**src/rtl/serpent_sbox_stage_if.sv**
```systemverilog
// Beat-level handshake bundle for the Serpent key-mix/S-box stage.
// Signal prefixes are from the stage's point of view (i_ = into the stage).
interface serpent_sbox_stage_if;
  logic        i_valid;
  logic        o_ready;
  logic [31:0] i_word_0, i_word_1, i_word_2, i_word_3;
  logic [31:0] i_key_0, i_key_1, i_key_2, i_key_3;
  logic [31:0] i_key_post_0, i_key_post_1, i_key_post_2, i_key_post_3;
  logic [2:0]  i_sbox_sel;
  logic        i_last;
  logic        o_valid;
  logic        i_ready;
  logic [31:0] o_word_0, o_word_1, o_word_2, o_word_3;
  logic        o_last;

  modport slave (
    input  i_valid, i_word_0, i_word_1, i_word_2, i_word_3,
           i_key_0, i_key_1, i_key_2, i_key_3,
           i_key_post_0, i_key_post_1, i_key_post_2, i_key_post_3,
           i_sbox_sel, i_last, i_ready,
    output o_ready, o_valid, o_word_0, o_word_1, o_word_2, o_word_3, o_last
  );

  modport master (
    output i_valid, i_word_0, i_word_1, i_word_2, i_word_3,
           i_key_0, i_key_1, i_key_2, i_key_3,
           i_key_post_0, i_key_post_1, i_key_post_2, i_key_post_3,
           i_sbox_sel, i_last, i_ready,
    input  o_ready, o_valid, o_word_0, o_word_1, o_word_2, o_word_3, o_last
  );
endinterface

```
**src/rtl/serpent_sbox_stage.sv**
```systemverilog
// Serpent round front half: subkey XOR, bitsliced S-box, optional post-key,
// registered behind a 2-entry skid so back-pressure never drops a beat.
module serpent_sbox_slice (
  input  logic [2:0] i_sel,
  input  logic [3:0] i_nib,
  output logic [3:0] o_nib
);
  // Nibble n of each row is S[row][n]; S7 in the top row.
  localparam logic [7:0][63:0] SBOX = {
    64'h6539_AC47_B28E_0FD1,
    64'h0A3D_F19E_B648_5C27,
    64'h176D_8E30_C9A4_B25F,
    64'hD7E9_A452_6B0C_38F1,
    64'hE57A_421D_369C_8BF0,
    64'h25B0_4E1D_FAC3_9768,
    64'h43D6_8EB1_A509_72CF,
    64'hC907_24DE_B56A_1F83
  };

  assign o_nib = SBOX[i_sel][{i_nib, 2'b00} +: 4];
endmodule

module serpent_sbox_stage #(
  parameter int SBOX_FIXED = -1
) (
  input  logic                 i_clk,
  input  logic                 i_rst_n,
  serpent_sbox_stage_if.slave  bus
);
  typedef enum logic [1:0] {EMPTY, ONE, FULL} state_t;
  typedef struct packed {
    logic [3:0][31:0] word;
    logic             last;
  } beat_t;

  localparam logic [2:0] FIX_SEL = (SBOX_FIXED < 0) ? 3'd0 : 3'(SBOX_FIXED);

  state_t           r_state, w_state_nxt;
  beat_t            r_out, r_skid, w_in;
  logic [3:0][31:0] w_x, w_y, w_post;
  logic [31:0][3:0] w_sub;
  logic [2:0]       w_sel;
  logic             w_in_xfer, w_out_xfer, w_ld_out, w_ld_skid, w_skid_to_out;

  assign w_sel  = (SBOX_FIXED < 0) ? bus.i_sbox_sel : FIX_SEL;
  assign w_x    = {bus.i_word_3 ^ bus.i_key_3, bus.i_word_2 ^ bus.i_key_2,
                   bus.i_word_1 ^ bus.i_key_1, bus.i_word_0 ^ bus.i_key_0};
  assign w_post = {bus.i_key_post_3, bus.i_key_post_2,
                   bus.i_key_post_1, bus.i_key_post_0};

  genvar j;
  generate
    for (j = 0; j < 32; j++) begin : g_slice
      serpent_sbox_slice u_slice (
        .i_sel (w_sel),
        .i_nib ({w_x[3][j], w_x[2][j], w_x[1][j], w_x[0][j]}),
        .o_nib (w_sub[j])
      );
      assign w_y[0][j] = w_sub[j][0];
      assign w_y[1][j] = w_sub[j][1];
      assign w_y[2][j] = w_sub[j][2];
      assign w_y[3][j] = w_sub[j][3];
    end
  endgenerate

  assign w_in.word = w_y ^ (bus.i_last ? w_post : '0);
  assign w_in.last = bus.i_last;

  assign bus.o_valid = (r_state != EMPTY);
  assign bus.o_ready = (r_state != FULL);
  assign w_in_xfer   = bus.i_valid & bus.o_ready;
  assign w_out_xfer  = bus.o_valid & bus.i_ready;

  always_ff @(posedge i_clk or negedge i_rst_n) begin
    if (!i_rst_n) r_state <= EMPTY;
    else          r_state <= w_state_nxt;
  end

  always_comb begin
    w_state_nxt   = r_state;
    w_ld_out      = 1'b0;
    w_ld_skid     = 1'b0;
    w_skid_to_out = 1'b0;
    case (r_state)
      EMPTY: if (w_in_xfer) begin
        w_state_nxt = ONE;
        w_ld_out    = 1'b1;
      end
      ONE: begin
        if (w_in_xfer && w_out_xfer) w_ld_out = 1'b1;
        else if (w_in_xfer) begin
          w_state_nxt = FULL;
          w_ld_skid   = 1'b1;
        end else if (w_out_xfer) w_state_nxt = EMPTY;
      end
      FULL: if (w_out_xfer) begin
        w_state_nxt   = ONE;
        w_skid_to_out = 1'b1;
      end
      default: w_state_nxt = EMPTY;
    endcase
  end

  // Output register only moves on a load, so it holds under back-pressure
  // and keeps its last value while idle.
  always_ff @(posedge i_clk or negedge i_rst_n) begin
    if (!i_rst_n) begin
      r_out  <= '0;
      r_skid <= '0;
    end else begin
      if (w_ld_out)           r_out  <= w_in;
      else if (w_skid_to_out) r_out  <= r_skid;
      if (w_ld_skid)          r_skid <= w_in;
    end
  end

  assign bus.o_word_0 = r_out.word[0];
  assign bus.o_word_1 = r_out.word[1];
  assign bus.o_word_2 = r_out.word[2];
  assign bus.o_word_3 = r_out.word[3];
  assign bus.o_last   = r_out.last;
endmodule

```
**src/flat_wrapper.sv**
```systemverilog
// flat-port wrapper written by rule: the top's interface ports become plain ports
module serpent_sbox_stage_flat 
#(
  parameter int SBOX_FIXED = -1
)
  (i_clk, i_rst_n, bus_i_valid, bus_i_word_0, bus_i_word_1, bus_i_word_2, bus_i_word_3, bus_i_key_0, bus_i_key_1, bus_i_key_2, bus_i_key_3, bus_i_key_post_0, bus_i_key_post_1, bus_i_key_post_2, bus_i_key_post_3, bus_i_sbox_sel, bus_i_last, bus_i_ready, bus_o_ready, bus_o_valid, bus_o_word_0, bus_o_word_1, bus_o_word_2, bus_o_word_3, bus_o_last);
  serpent_sbox_stage_if bus_i ();
  input  logic i_clk;
  input  logic i_rst_n;
  input wire logic [$bits(bus_i.i_valid)-1:0] bus_i_valid;
  input wire logic [$bits(bus_i.i_word_0)-1:0] bus_i_word_0;
  input wire logic [$bits(bus_i.i_word_1)-1:0] bus_i_word_1;
  input wire logic [$bits(bus_i.i_word_2)-1:0] bus_i_word_2;
  input wire logic [$bits(bus_i.i_word_3)-1:0] bus_i_word_3;
  input wire logic [$bits(bus_i.i_key_0)-1:0] bus_i_key_0;
  input wire logic [$bits(bus_i.i_key_1)-1:0] bus_i_key_1;
  input wire logic [$bits(bus_i.i_key_2)-1:0] bus_i_key_2;
  input wire logic [$bits(bus_i.i_key_3)-1:0] bus_i_key_3;
  input wire logic [$bits(bus_i.i_key_post_0)-1:0] bus_i_key_post_0;
  input wire logic [$bits(bus_i.i_key_post_1)-1:0] bus_i_key_post_1;
  input wire logic [$bits(bus_i.i_key_post_2)-1:0] bus_i_key_post_2;
  input wire logic [$bits(bus_i.i_key_post_3)-1:0] bus_i_key_post_3;
  input wire logic [$bits(bus_i.i_sbox_sel)-1:0] bus_i_sbox_sel;
  input wire logic [$bits(bus_i.i_last)-1:0] bus_i_last;
  input wire logic [$bits(bus_i.i_ready)-1:0] bus_i_ready;
  output wire logic [$bits(bus_i.o_ready)-1:0] bus_o_ready;
  output wire logic [$bits(bus_i.o_valid)-1:0] bus_o_valid;
  output wire logic [$bits(bus_i.o_word_0)-1:0] bus_o_word_0;
  output wire logic [$bits(bus_i.o_word_1)-1:0] bus_o_word_1;
  output wire logic [$bits(bus_i.o_word_2)-1:0] bus_o_word_2;
  output wire logic [$bits(bus_i.o_word_3)-1:0] bus_o_word_3;
  output wire logic [$bits(bus_i.o_last)-1:0] bus_o_last;
  assign bus_i.i_valid = bus_i_valid;
  assign bus_i.i_word_0 = bus_i_word_0;
  assign bus_i.i_word_1 = bus_i_word_1;
  assign bus_i.i_word_2 = bus_i_word_2;
  assign bus_i.i_word_3 = bus_i_word_3;
  assign bus_i.i_key_0 = bus_i_key_0;
  assign bus_i.i_key_1 = bus_i_key_1;
  assign bus_i.i_key_2 = bus_i_key_2;
  assign bus_i.i_key_3 = bus_i_key_3;
  assign bus_i.i_key_post_0 = bus_i_key_post_0;
  assign bus_i.i_key_post_1 = bus_i_key_post_1;
  assign bus_i.i_key_post_2 = bus_i_key_post_2;
  assign bus_i.i_key_post_3 = bus_i_key_post_3;
  assign bus_i.i_sbox_sel = bus_i_sbox_sel;
  assign bus_i.i_last = bus_i_last;
  assign bus_i.i_ready = bus_i_ready;
  assign bus_o_ready = bus_i.o_ready;
  assign bus_o_valid = bus_i.o_valid;
  assign bus_o_word_0 = bus_i.o_word_0;
  assign bus_o_word_1 = bus_i.o_word_1;
  assign bus_o_word_2 = bus_i.o_word_2;
  assign bus_o_word_3 = bus_i.o_word_3;
  assign bus_o_last = bus_i.o_last;
  serpent_sbox_stage #(.SBOX_FIXED(SBOX_FIXED)) u_core (.i_clk(i_clk), .i_rst_n(i_rst_n), .bus(bus_i));
endmodule
```
**config.mk**
```make
export PLATFORM = sky130hd
export DESIGN_NAME = serpent_sbox_stage_flat
export DESIGN_NICKNAME = d
export VERILOG_FILES = /design/src/rtl/serpent_sbox_stage_if.sv /design/src/rtl/serpent_sbox_stage.sv /design/src/flat_wrapper.sv
export SDC_FILE = /design/constraint.sdc
export NUM_CORES = 2
export LEC_CHECK = 0
export ABC_CLOCK_PERIOD_IN_PS = 3750
export CORE_MARGIN = 1.5
export CORE_UTILIZATION = 26
export DETAILED_ROUTE_END_ITERATION = 8
export SLEW_MARGIN = 0
export SYNTH_ARGS = -nofsm -noshare
export SYNTH_HDL_FRONTEND = slang
export SYNTH_HIERARCHICAL = 1
export SYNTH_SLANG_ARGS = --single-unit
```
**constraint.sdc**
```tcl
create_clock -name i_clk -period 3.75 [get_ports i_clk]
set_input_delay 0.5625 -clock i_clk [delete_from_list [all_inputs] [get_ports i_clk]]
set_output_delay 0.5625 -clock i_clk [all_outputs]
set_load 0.005 [all_outputs]
```
* Word-level counts from Yosys, hierarchy flattened
Memory sizes are Yosys's and may differ from the RTL's. Index checks and enable logic that the tools add are counted. W data, S select, Z words.
Operators by class: magnitude comparators 1, equal/unequal tests 7, shift operators 32, mux-type cells 17, bitwise gates (word level) 7, reductions and logical operators 5
Operators with widths (number):
- $shiftx A64 B7 Y4 | 32
- $mux W129 | 2
- $mux W128 | 1
- $xor A128 B128 Y128 | 1
- $xor A32 B32 Y32 | 4
- $mux W64 | 1
- $mux W2 | 5
- $mux W1 | 6
- $pmux W2 S3 | 1
- $lt A3 B4 Y1 const B | 1
- $ne A2 B1 Y1 const B | 2
- $ne A2 B2 Y1 const B | 2
- $reduce_and A4 Y1 | 1
- $reduce_bool A2 Y1 | 2
- $ne A3 B1 Y1 const B | 1
- $and A1 B1 Y1 | 2
- $eq A2 B1 Y1 const B | 1
- $eq A2 B2 Y1 const B | 1
- $logic_not A2 Y1 | 1
- $pmux W1 S2 | 1
- $logic_and A1 B1 Y1 | 1
Storage, ports and cells: register bits 260, ROM bits 512, input port bits 392, output and inout bits 131, word-level logic and storage cells 81, memories 1
Memories:
- (no name shown) | words 8, bits a word 64, read ports 1, clocked after Yosys merged registers in 0, write ports 0, line serpent_sbox_stage.sv:20 | assign o_nib = SBOX[i_sel][{i_nib, 2'b00} +: 4];

* Depth between registers and ports, before layout
depth after elaboration 6, depth in mapped cells 11, gate-level depth less buffers 9

* Hierarchy
Netlist, hierarchy kept.
Modules (own cells, without submodules):
- serpent_sbox_slice (u_core.g_slice[14].u_slice ...) | times used 27, cells each 145, area each 1011.0 um^2, seq. area each 0.0 um^2
- serpent_sbox_stage | times used 1, cells each 1116, area each 13212.7 um^2, seq. area each 6506.2 um^2
- serpent_sbox_slice (u_core.g_slice[10].u_slice ...) | times used 2, cells each 156, area each 1123.6 um^2, seq. area each 0.0 um^2
- serpent_sbox_slice (u_core.g_slice[11].u_slice ...) | times used 2, cells each 164, area each 1058.5 um^2, seq. area each 0.0 um^2
- serpent_sbox_slice (u_core.g_slice[0].u_slice) | times used 1, cells each 159, area each 1079.8 um^2, seq. area each 0.0 um^2

* Least setup slack after synthesis
OpenSTA, ideal clock, no wires.
path type input to register, start input bus_i_sbox_sel[0], end register u_core.r_out (netlist bit u_core/bus.o_word_3[0]), setup time 126 ps, arrival time 2718 ps, data required time 3624 ps, path slack 906 ps, stages 11, buffers on the path 2, path through clkbuf_1 -> inv_1 -> ha_1 -> clkbuf_1 -> xor2_1 -> mux4_2 -> nand2_1 -> o311ai_1 -> o31a_1 -> xnor2_1 -> a221o_1
RTL lines:
- start, declared | line flat_wrapper.sv:23 | input wire logic [$bits(bus_i.i_sbox_sel)-1:0] bus_i_sbox_sel;
- end signal, assigned | line serpent_sbox_stage.sv:111 | if (w_ld_out) r_out <= w_in;
- end signal, assigned | line serpent_sbox_stage.sv:112 | else if (w_skid_to_out) r_out <= r_skid;
- end, declared | line serpent_sbox_stage.sv:39 | beat_t r_out, r_skid, w_in;

==> metrics.csv <==
metric,value,unit
ctsResizeCount,0,
hold_buffers,0,
hpwlAfterDp,125000,um
grt_use_total,17.7,%
p_leak,22.3,nW
drv_cap,0,
io_buffer_count,522,
maxSlewViolCount,0,
worst_slack,0.434,ns
initial_core_util,26.1,%
area_delta_synth_final,22.4,%
synth-simple-area-share,22.0,%
syn-instance-count,5830,
ios,523,
required,4.22,ns
end_kind,flip-flop,
p_sw_share,39.8,%
rows,154,
yosys_warnings,6,
start_kind,primary input,
synth_top_family_by_area,compound AO/OA/AOI/OAI gates,
grt_use_met3,1.48,%
clk_path_buf_depth,3,
ir_worst_vdd,219,uV
tightest_slew,0.944,ns
setup_viol,0,
avgSynthCellArea,7.88,sq um
finalHoldViolCount,0,
power_density,350,mW/mm^2
rsz0062_at_grt,no,
syn-num-nets,6478,
cts_setup_buffers,0,
fillers,18300,
worstPathArrival,3.79,ns
grt_pass1_wl,261000,um
power_frac_seq,24.3,%
power,19.7,mW
worstPathMaxFanout,15,
outcome,"finished, final reports clean",
synthAdderAreaFrac,6.97,%
clk_pin_slew,0.06,ns
timing.final.crit_period,3.32,ns
p_sw,7.85,mW
yosysSeqAreaShare,14.2,%
multi_input_area,0.0361,sq mm
cts_buffers,35,
fp.dieW,423,um
synth_compound_area_share,27.1,%
synthMuxAreaShare,15.1,%
drtIter0Drc,4718,
gr-usage-met1,22.7,%
synth_xor_area_share,6.29,%
layout.nets,6874,
cts_sinks,260,
dieArea,0.179,sq mm
tritoncts,built,
max_freq,0.302,GHz
fin_crit_sh,88.4,%
synth-async-reset-ratio,100,%
antenna_found_initial,0,
crit_type,primary input to flip-flop,
synth_edf_count,0,
clkPwrFrac,18.8,%
grt_max_degree,98,
netlist-cell-type-count,82,
syn_area,0.0460,sq mm
ys_seq_elements,260,
root_buffer,clkbuf_16,
vias_per_cell,5.45,
drive_gt1_share,14.6,%
drc,0,
p_int,11.8,mW
grt_most_used_layer,met2,
dominantRegCellSynth,dfrtp_1,
wl,167000,um
grtUsageMet2,29.9,%
p_comb_share,56.9,%
antenna_left,0,
via_count,46900,
slew_headroom,36.9,%
min_path_type,primary input to asynchronous set/reset pin,
die_height,423,um
gp_congestion,0.928,
worst_skew_pair.late_latency,0.58,ns
wl_per_cell,19.4,um
grt_pass1_vias,44900,
finClkSkew,0.0176,ns
final-seq-area,0.00651,sq mm
firstDrtPassIters,8,
coreArea,0.176,sq mm
overflow,0,
htreeDepth,2,
dp_slack,-0.275,ns
-- registers in the layout, indices dropped and copies added (netlist names) --
signal               cells
u_core/bus.o_last        1
u_core/bus.o_word_0     32
u_core/bus.o_word_1     32
u_core/bus.o_word_2     32
u_core/bus.o_word_3     32
u_core/r_skid          129
u_core/r_state           2
-- synth_stat cells, types with 74 or more instances --
library cell    n  area share, %
inv_1         125            1.0
nor3_1        109            1.2
nand2b_1      226            3.1
o22ai_1        92            1.3
o21a_1         81            1.3
buf_6          74            1.8
o21ai_1       118            1.3
a21oi_1       327            3.6
dfrtp_1       260             14
o21ai_0       406            4.4
and2_1        200            2.7
clkbuf_1      106           0.87
a221o_1       133            2.9
xor2_1        159            3.0
mux2i_1       121            2.6
nor2_1        300            2.5
nor2b_1        95            1.3
xnor2_1       171            3.3
nand2_1       631            5.2
buf_2         251            2.7
o211ai_1      206            3.4
mux2_2        124            3.0
mux4_2        174            8.5
ha_1          256            7.0
-- cell usage in the layout (no fill, tap or decap), types with 61 or more instances in the layout --
cell type and count:
xnor2_1 171, mux4_2 174, o22ai_1 92, and2_1 199, buf_4 317, nor3_1 109
nand2b_1 226, mux2_2 124, nor2b_1 94, nand2_1 631, xor2_1 97, mux2i_1 121
a211o_1 69, nor2_1 300, ha_1 256, o21ai_0 406, o21a_1 81, dfrtp_1 260
buf_12 61, a21oi_1 326, nand3_1 71, a221o_1 133, inv_1 125, o211ai_1 206
o21ai_1 118, clkdlybuf4s50_1 517
-- cells by family after synthesis --
group                    Yosys count
buffers and inverters            706
XOR/XNOR                         330
AO/OA/AOI/OAI                   1844
flip-flops                       260
adder cells (fa/ha/maj)          256
multiplexers                     455
AND/OR/NAND/NOR                 1979
-- routing by layer --
metal | vias to the layer above | wire length [um]
li1 | 22200 | -
met1 | 22700 | 70200
met2 | 1672 | 80100
met3 | 266 | 7880
met4 | 0 | 8400
met5 | - | 0
-- per-stage QoR --
| step | cells | util, % | hold WS [ns] | cell area, sq um | setup TNS, ns |
|---|---|---|---|---|---|
| after floorplan | 5830 | - | 0.267 | 46000 | 0 |
| after global placement | 8529 | 31.3 | 0.459 | 55000 | -0.568 |
| after detailed placement | 8529 | 31.3 | 0.466 | 55000 | -0.548 |
| after CTS | 8591 | 32.0 | 0.0165 | 56300 | 0 |
| after global routing | 8591 | 32.0 | 0.0543 | 56300 | 0 |
| final | 8592 | 32.0 | 0.0259 | 56300 | 0 |
-- final timing paths --
kind                                   start                 endpoint  slack [ns]  cells after the start
setup / recovery             bus_i_key_0[15]        u_core/r_skid[48]        0.43                     11
hold / removal                       i_rst_n  u_core/bus.o_word_2[10]        0.03                      1
setup reg to reg           u_core/r_state[1]       u_core/r_skid[112]        1.56                      4
hold reg to reg             u_core/r_skid[3]         u_core/r_skid[3]        0.48                      1
max in group asynchronous            i_rst_n   u_core/bus.o_word_3[5]        2.76                      2
min in group i_clk          u_core/r_skid[3]         u_core/r_skid[3]        0.48                      1
-- area by class of cell --
type / count / area share (%)
multi-input combinational: 4864 / 64.2
timing repair buffer: 900 / 15.7
sequential: 260 / 11.6
tap: 2340 / 5.20
clock buffer: 45 / 1.79
inverter: 165 / 1.10
clock inverter: 17 / 0.396
antenna: 1 / 0.00445
-- critical path, cell delays in order --
cell and delay, ns:
clkdlybuf4s50_1 0.50, xor2_2 0.64, buf_4 0.29, inv_1 0.13, o21ai_0 0.20, mux2i_1 0.10, mux4_2 0.45, mux2i_1 0.34
buf_4 0.19, xnor2_1 0.08, mux2_1 0.30
-- power by group through the flow --
| stage | registers (mW) | clock network [mW] | logic (mW) |
|---|---|---|---|
| floorplan | 4.64 | 0 | 6.88 |
| global placement | 4.78 | 0 | 11.1 |
| detailed placement | 4.82 | 0 | 11.2 |
| CTS | 4.79 | 3.84 | 11.2 |
| global route | 4.95 | 3.93 | 12.1 |
| finish | 4.79 | 3.70 | 11.2 |
Power figures use the tool's default switching activity.
